`config.mk`:
```
export PLATFORM = sky130hd
export DESIGN_NAME = subleq_mc_core
export DESIGN_NICKNAME = d
export VERILOG_FILES = /design/src/rtl/subleq_pkg.sv /design/src/rtl/subleq_dmem.sv /design/src/rtl/subleq_mc_core.sv
export SDC_FILE = /design/constraint.sdc
export NUM_CORES = 2
export LEC_CHECK = 0
export CORE_UTILIZATION = 50
export CTS_CLUSTER_SIZE = 10
export DETAILED_ROUTE_END_ITERATION = 8
export HOLD_SLACK_MARGIN = 0.03
export PLACE_DENSITY = 0.65
export SYNTH_ARGS = -nofsm -noshare
export SYNTH_HDL_FRONTEND = slang
export SYNTH_HIERARCHICAL = 1
export SYNTH_SLANG_ARGS = --single-unit
```
`constraint.sdc`:
```
create_clock -name clk -period 18.2 [get_ports clk]
set_clock_uncertainty 0.2 [all_clocks]
set_input_delay 2.73 -clock clk [delete_from_list [all_inputs] [get_ports clk]]
set_output_delay 2.73 -clock clk [all_outputs]
set_load 0.01 [all_outputs]
```
`src/rtl/subleq_pkg.sv`:
```
// rtl/subleq_pkg.sv - opcodes, FSM states, instruction layout helpers and branch rule (SUBLEQ_LEQ_EN)
package subleq_pkg;

    localparam int OP_W   = 2;
    localparam int COND_W = 64;

    typedef enum logic [1:0] {
        OP_SUB = 2'b00,
        OP_IMM = 2'b01,
        OP_IN  = 2'b10,
        OP_OUT = 2'b11
    } op_e;

    typedef enum logic [2:0] {
        ST_FETCH,
        ST_RD_A,
        ST_RD_B,
        ST_EXEC,
        ST_WAIT_IN,
        ST_WAIT_OUT,
        ST_HALT
    } state_e;

    // Instruction word is {op, a, b, c} with c in the least significant bits.
    function automatic int instr_width(input int addr_w, input int iaddr_w);
        return OP_W + 2 * addr_w + iaddr_w;
    endfunction

    function automatic int field_c_lsb();
        return 0;
    endfunction

    function automatic int field_b_lsb(input int iaddr_w);
        return iaddr_w;
    endfunction

    function automatic int field_a_lsb(input int addr_w, input int iaddr_w);
        return iaddr_w + addr_w;
    endfunction

    function automatic int field_op_lsb(input int addr_w, input int iaddr_w);
        return iaddr_w + 2 * addr_w;
    endfunction

    // Caller sign-extends the result to COND_W so one function serves any DATA_W.
    function automatic logic branch_taken(input logic signed [COND_W-1:0] r);
`ifdef SUBLEQ_LEQ_EN
        return r <= 0;
`else
        return r == 0;
`endif
    endfunction

endpackage

```
`src/rtl/subleq_dmem.sv`:
```
// rtl/subleq_dmem.sv - single-port data RAM, synchronous read and write, contents not reset
module subleq_dmem
    import subleq_pkg::*;
#(
    parameter int DATA_W = 8,
    parameter int ADDR_W = 8
) (
    input  logic              clk,
    input  logic              we,
    input  logic [ADDR_W-1:0] addr,
    input  logic [DATA_W-1:0] d,
    output logic [DATA_W-1:0] q
);

    logic [DATA_W-1:0] mem [2**ADDR_W];

    // Write-first is not needed: the core never reads the address it writes in the same cycle.
    always_ff @(posedge clk) begin
        if (we) begin
            mem[addr] <= d;
        end
        q <= mem[addr];
    end

endmodule

```
`src/rtl/subleq_mc_core.sv`:
```
// rtl/subleq_mc_core.sv - multi-cycle SUBLEQ core with stream I/O; branch rule set by SUBLEQ_LEQ_EN
module subleq_mc_core
    import subleq_pkg::*;
#(
    parameter int DATA_W  = 8,
    parameter int ADDR_W  = 8,
    parameter int IADDR_W = 8
) (
    input  logic                              clk,
    input  logic                              rst,
    output logic [IADDR_W-1:0]                imem_addr,
    input  logic [2+2*ADDR_W+IADDR_W-1:0]     imem_data,
    input  logic [DATA_W-1:0]                 in_data,
    input  logic                              in_valid,
    output logic                              in_ready,
    output logic [DATA_W-1:0]                 out_data,
    output logic                              out_valid,
    input  logic                              out_ready,
    output logic                              halted
);

    localparam int INSTR_W = instr_width(ADDR_W, IADDR_W);
    localparam int C_LSB   = field_c_lsb();
    localparam int B_LSB   = field_b_lsb(IADDR_W);
    localparam int A_LSB   = field_a_lsb(ADDR_W, IADDR_W);
    localparam int OP_LSB  = field_op_lsb(ADDR_W, IADDR_W);

    state_e               state;
    logic [IADDR_W-1:0]   pc;
    logic [INSTR_W-1:0]   ir;
    logic [DATA_W-1:0]    a_q;
    logic [DATA_W-1:0]    b_q;

    op_e                  ir_op;
    logic [ADDR_W-1:0]    ir_a;
    logic [ADDR_W-1:0]    ir_b;
    logic [IADDR_W-1:0]   ir_c;
    logic [ADDR_W-1:0]    fetch_a;
    logic signed [ADDR_W-1:0] imm_s;
    logic [DATA_W-1:0]    imm_ext;
    logic [DATA_W-1:0]    exec_r;
    logic [IADDR_W-1:0]   pc_inc;
    logic                 br_take;

    logic [ADDR_W-1:0]    ram_addr;
    logic [DATA_W-1:0]    ram_d;
    logic [DATA_W-1:0]    ram_q;
    logic                 ram_we;

    assign imem_addr = pc;
    assign ir_op     = op_e'(ir[OP_LSB +: OP_W]);
    assign ir_a      = ir[A_LSB +: ADDR_W];
    assign ir_b      = ir[B_LSB +: ADDR_W];
    assign ir_c      = ir[C_LSB +: IADDR_W];
    assign fetch_a   = imem_data[A_LSB +: ADDR_W];
    assign imm_s     = signed'(ir_b);
    assign imm_ext   = DATA_W'(imm_s);
    assign exec_r    = (ir_op == OP_IMM) ? (a_q - imm_ext) : (b_q - a_q);
    assign pc_inc    = pc + IADDR_W'(1);

    // Branch decision for whichever state commits a result: EXEC uses the ALU, WAIT_IN the stream word.
    always_comb begin
        br_take = 1'b0;
        if (state == ST_EXEC) begin
            br_take = branch_taken(COND_W'(signed'(exec_r)));
        end else if (state == ST_WAIT_IN) begin
            br_take = branch_taken(COND_W'(signed'(in_data)));
        end
    end

    // RAM port steering: read a during FETCH, b during RD_A, write the destination on commit.
    always_comb begin
        ram_addr = ir_a;
        ram_d    = exec_r;
        ram_we   = 1'b0;
        case (state)
            ST_FETCH:   ram_addr = fetch_a;
            ST_RD_A:    ram_addr = ir_b;
            ST_EXEC: begin
                ram_addr = (ir_op == OP_IMM) ? ir_a : ir_b;
                ram_we   = 1'b1;
            end
            ST_WAIT_IN: begin
                ram_addr = ir_b;
                ram_d    = in_data;
                ram_we   = in_valid;
            end
            default: ;
        endcase
        if (rst) begin
            ram_we = 1'b0;
        end
    end

    subleq_dmem #(
        .DATA_W (DATA_W),
        .ADDR_W (ADDR_W)
    ) u_dmem (
        .clk  (clk),
        .we   (ram_we),
        .addr (ram_addr),
        .d    (ram_d),
        .q    (ram_q)
    );

    // Main sequencer: instruction phases, PC update, halt detection and registered stream handshakes.
    always_ff @(posedge clk) begin
        if (rst) begin
            state     <= ST_FETCH;
            pc        <= '0;
            out_valid <= 1'b0;
            out_data  <= '0;
            in_ready  <= 1'b0;
            halted    <= 1'b0;
        end else begin
            case (state)
                ST_FETCH: begin
                    ir    <= imem_data;
                    state <= ST_RD_A;
                end
                ST_RD_A: begin
                    a_q <= ram_q;
                    if (ir_op == OP_OUT) begin
                        out_data  <= ram_q;
                        out_valid <= 1'b1;
                        state     <= ST_WAIT_OUT;
                    end else begin
                        state <= ST_RD_B;
                    end
                end
                ST_RD_B: begin
                    b_q <= ram_q;
                    if (ir_op == OP_IN) begin
                        in_ready <= 1'b1;
                        state    <= ST_WAIT_IN;
                    end else begin
                        state <= ST_EXEC;
                    end
                end
                ST_EXEC, ST_WAIT_IN: begin
                    if (state == ST_EXEC || in_valid) begin
                        in_ready <= 1'b0;
                        if (br_take && ir_c == pc) begin
                            halted <= 1'b1;
                            state  <= ST_HALT;
                        end else begin
                            pc    <= br_take ? ir_c : pc_inc;
                            state <= ST_FETCH;
                        end
                    end
                end
                ST_WAIT_OUT: begin
                    if (out_ready) begin
                        out_valid <= 1'b0;
                        pc        <= pc_inc;
                        state     <= ST_FETCH;
                    end
                end
                ST_HALT: ;
                default: state <= ST_FETCH;
            endcase
        end
    end

endmodule

```
==> summary.md <==
- multi-input logic area: 0.01787 mm2
- DIE AREA: 0.1660 mm2
- Gates resized, CTS repair: 0
- #FFs+latches synth: 2,120
- number of buffers inserted during clock tree synthesis: 232
- Ports: 57
- global-route wire length before repair: 283,000 um
- count of mapped cells out of synthesis: 3,917
- final number of max-transition violations: 0
- RSZ-0062 raised after global routing: false
- relative contribution of sequential cells to total power: 45.0%
- vias in the first global route: 40.45k
- via count of the routed design: 40.31k
- data arrival time at the worst-slack endpoint: 8.15 ns
- Post-synth EDFFs: 2,090
- Hold Buf Count CTS: 0
- share of total power in the clock network: 29.8%
- kind of cell with the highest combined delay on the critical path: buffers and inverters
- count of fill cells added during filler insertion: 11.93k
- Vias/cell: 6.380
- sinks on the clock net: 2,120
- maximum fanout count along the critical path: 94
- startpoint types: primary input
- final estimated routing congestion in global placement: 0.8336
- post-synthesis async set-or-reset flop share: 0%
- cell-internal power: 9.484 mW
- # H-tree levels: 4
- drt drc: 0
- fraction of layout instances using a drive strength above 1: 21.98%
- Worst Max-Slew Pin Slew: 1.392 ns
- ordered list of cells on the worst path: clkdlybuf4s50_1 -> a222oi_1 -> inv_8 -> buf_12 -> buf_4 -> buf_4 -> mux4_2 -> a22oi_1 -> a21oi_1 -> o41ai_1 -> nand4_1
- kind of critical path: in2reg
- yosys synthesis warning count: 6
- dominant register cell in the synthesized netlist: sky130_fd_sc_hd__edfxtp_1
- switching share of total power: 30.02%
- area growth from synthesis to layout: 11.58%
- status: completed
- final total negative setup slack: 0 ns
- largest net degree at the start of global routing: 185
- y dimension of the die: 407.5 um
- power per cell area: 147.8 mW/mm2
- Post-Route WL: 195,100 um
- Switch Pwr: 4.069 mW
- critical path's most frequent cell: sky130_fd_sc_hd__buf_4
- Req. time, crit path: 18.66 ns
- Distinct cells, synth: 61
- effective utilization at floorplan: 50.45%
- time the final worst path needs with I/O delays and setup: 7.691 ns
- source-to-sink clock delay at the later pin of the worst-skew pair: 0.83 ns
- width of the die: 407.5 um
- global route total overflow: 0
- delay of the slowest cell on the worst path: 1.21 ns
- detailed router's first-iteration violation count: 4,479
- worst min path class: reg2reg
- Peak supply drop: 0.0001314 V
- # setup viols final: 0
- Comb power frac: 25.2%
- area of all sequential standard cells: 0.06336 mm2
- share of the cycle needed by the critical path after routing: 42.26%
- core outline area: 0.1630 mm2
- placement row count: 148
- cell at the root of the clock tree: sky130_fd_sc_hd__clkbuf_16
- synthesized cell area: 0.08221 mm2
- Setup crit end kind: flip-flop
- post-CTS repair timing setup buffer count: 0
- clk buf depth: 3
- Bufs and invs on worst path: 5
- GRT Total Usage: 23.49%
- routed wirelength normalized by instance count: 30.89 um
- final antenna-violating net count: 0
- static power due to leakage: 27.80 nW
- remaining max-slew budget at the tightest pin: 5.969%
- clock tree from TritonCTS: done
- cell at the slowest stage of the critical path: sky130_fd_sc_hd__o41ai_1
- Port Buf Inserts: 56
- Pre-Repair DR Iteration Count: 6
- sum of internal, switching and leakage power: 13.55 mW
- part of the Yosys area used for sequential elements: 77.07%
- max-capacitance violation count: 0
- Synth Area per Inst: 20.99 um2
- number of antenna violations at the first check in global routing: 6
- count of nets after finishing: 4,116
- hold violation total from the final report: 0
- Reg2Reg Setup Slack: 11.42 ns
- net count of the mapped netlist: 3,972
- post-detail-place hpwl: 115,000 um
- Peak Freq: 0.1300 GHz
- clock-pin slew of the registers on the worst-case setup and hold paths: 0.05 ns
==> cells in the final DEF (no fill, tap or decap), types with 6 or more instances in the layout <==
cell type                            n
sky130_fd_sc_hd__mux4_2            512
sky130_fd_sc_hd__mux2i_1            17
sky130_fd_sc_hd__a22oi_1           257
sky130_fd_sc_hd__a21oi_1           146
sky130_fd_sc_hd__buf_4              92
sky130_fd_sc_hd__o41ai_2            10
sky130_fd_sc_hd__nand4_1            11
sky130_fd_sc_hd__clkbuf_1           60
sky130_fd_sc_hd__nor3_2             11
sky130_fd_sc_hd__xnor2_1            12
sky130_fd_sc_hd__nand2_1            55
sky130_fd_sc_hd__nor2b_1            12
sky130_fd_sc_hd__dfxtp_1            30
sky130_fd_sc_hd__nor3b_1             6
sky130_fd_sc_hd__ha_1               15
sky130_fd_sc_hd__o21ai_0            12
sky130_fd_sc_hd__a222oi_1            8
sky130_fd_sc_hd__clkinv_1            8
sky130_fd_sc_hd__edfxtp_1         2090
sky130_fd_sc_hd__nor3_1             23
sky130_fd_sc_hd__o41ai_1            22
sky130_fd_sc_hd__nor2_1            270
sky130_fd_sc_hd__nand3_1            19
sky130_fd_sc_hd__clkbuf_16         233
sky130_fd_sc_hd__nand2b_1           17
sky130_fd_sc_hd__clkdlybuf4s50_1    56
sky130_fd_sc_hd__inv_1              30
sky130_fd_sc_hd__inv_6               6
==> path summary, 6_finish.rpt <==
| check | startpoint | end | cells past startpoint |
|---|---|---|---|
| worst max-delay path | imem_data[17] | u_dmem/q[0] | 11 |
| worst min register to register | out_valid | out_valid | 2 |
| worst min-delay path | out_valid | out_valid | 2 |
| worst max register to register | ir[25] | u_dmem/q[0] | 13 |
==> kinds of logic after synthesis <==
group,count (synthesis),synth area share [%]
AND/OR/NAND/NOR,459,2.475
adder cells (fa/ha/maj),17,0.2770
buffers and inverters,275,1.543
flip-flops,2120,77.07
multiplexers,534,14.30
XOR/XNOR,14,0.1492
AO/OA/AOI/OAI,498,4.184
==> area by class of cell <==
class                           instances  area share, %
Antenna cell                            2       0.005456
Tap cell                             2175          2.967
Clock inverter                         21         0.2442
Clock buffer                          293          6.602
Timing Repair Buffer                  153          1.473
Multi-Input combinational cell       1522          19.49
Sequential cell                      2120          69.07
Inverter                               32         0.1473
==> flip-flops by register name, indices dropped and copies added, names as in the netlist <==
signal / count
imem_addr: 8
state: 3
halted: 1
u_dmem/mem: 2048
ir: 26
out_data: 8
b_q: 8
out_valid: 1
u_dmem/q: 8
in_ready: 1
a_q: 8
==> per-layer routing <==
| metal | part of all wire [%] | vias to the layer above | track usage, % |
|---|---|---|---|
| li1 | - | 16650 | - |
| met1 | 39 | 21460 | 32.39 |
| met2 | 49 | 1887 | 37.58 |
| met3 | 8.8 | 316 | 5.300 |
| met4 | 3.0 | 2 | 7.350 |
| met5 | 0.0097 | - | 0 |
==> per-stage QoR <==
| step | hold WS, ns | util, % | area (um2) | std cells | setup WS, ns |
|---|---|---|---|---|---|
| floorplan | 0.2249 | - | 82210 | 3917 | 4.104 |
| global placement | 0.2477 | 52.42 | 85430 | 6002 | 9.624 |
| detailed placement | 0.2581 | 52.43 | 85440 | 6002 | 9.692 |
| CTS | 0.2659 | 56.28 | 91720 | 6316 | 10.61 |
| global route | 0.2811 | 56.29 | 91720 | 6316 | 10.40 |
| finish | 0.2622 | 56.29 | 91730 | 6318 | 10.51 |
==> tightest hold or removal path, stage by stage (launching register included) <==
cell,delay [ns]
sky130_fd_sc_hd__dfxtp_1,0.31
sky130_fd_sc_hd__nand2_1,0.05
sky130_fd_sc_hd__a21oi_1,0.05
==> power by group through the flow <==
stage	Clock (mW)	Combinational, mW	Sequential [mW]
floorplan	0	2.22	6.34
finish	4.04	3.41	6.10
global route	4.29	3.62	6.10
CTS	4.12	3.44	6.10
detailed placement	0	3.44	6.20
global placement	0	3.40	6.19
==> cells in the mapped netlist, drive strengths merged (2+ instances only) <==
cell type,number,area [um2]
xnor2,12,105.1
a31oi,4,25.02
and2,3,18.77
a222oi,8,80.08
mux2i,17,170.2
or3,3,20.02
o41ai,32,280.3
clkbuf,152,570.6
a21oi,146,730.7
o31a,2,17.52
buf,91,578.1
nor3,34,170.2
mux4,512,11530
fa,2,40.04
a32oi,2,17.52
o311a,2,20.02
dfxtp,30,600.6
o211ai,3,22.52
xor2,2,17.52
inv,32,120.1
o221ai,5,43.79
nor4,3,18.77
o21ai,16,91.34
nand4,11,68.82
nor2,272,1021
nand3,20,100.1
and3,3,18.77
edfxtp,2090,62760
a221oi,2,17.52
or4,4,37.53
a211oi,3,37.54
o31ai,3,22.52
nand2,57,214.0
nor2b,14,87.58
and4b,2,20.02
nand2b,19,126.4
ha,15,187.7
mux2,5,56.30
a21o,3,22.52
or2,2,12.51
or4b,3,30.03
a22oi,257,1929
o22a,2,17.52
nor3b,7,52.55
o22ai,3,18.77
(Power assumes the default switching activity.)
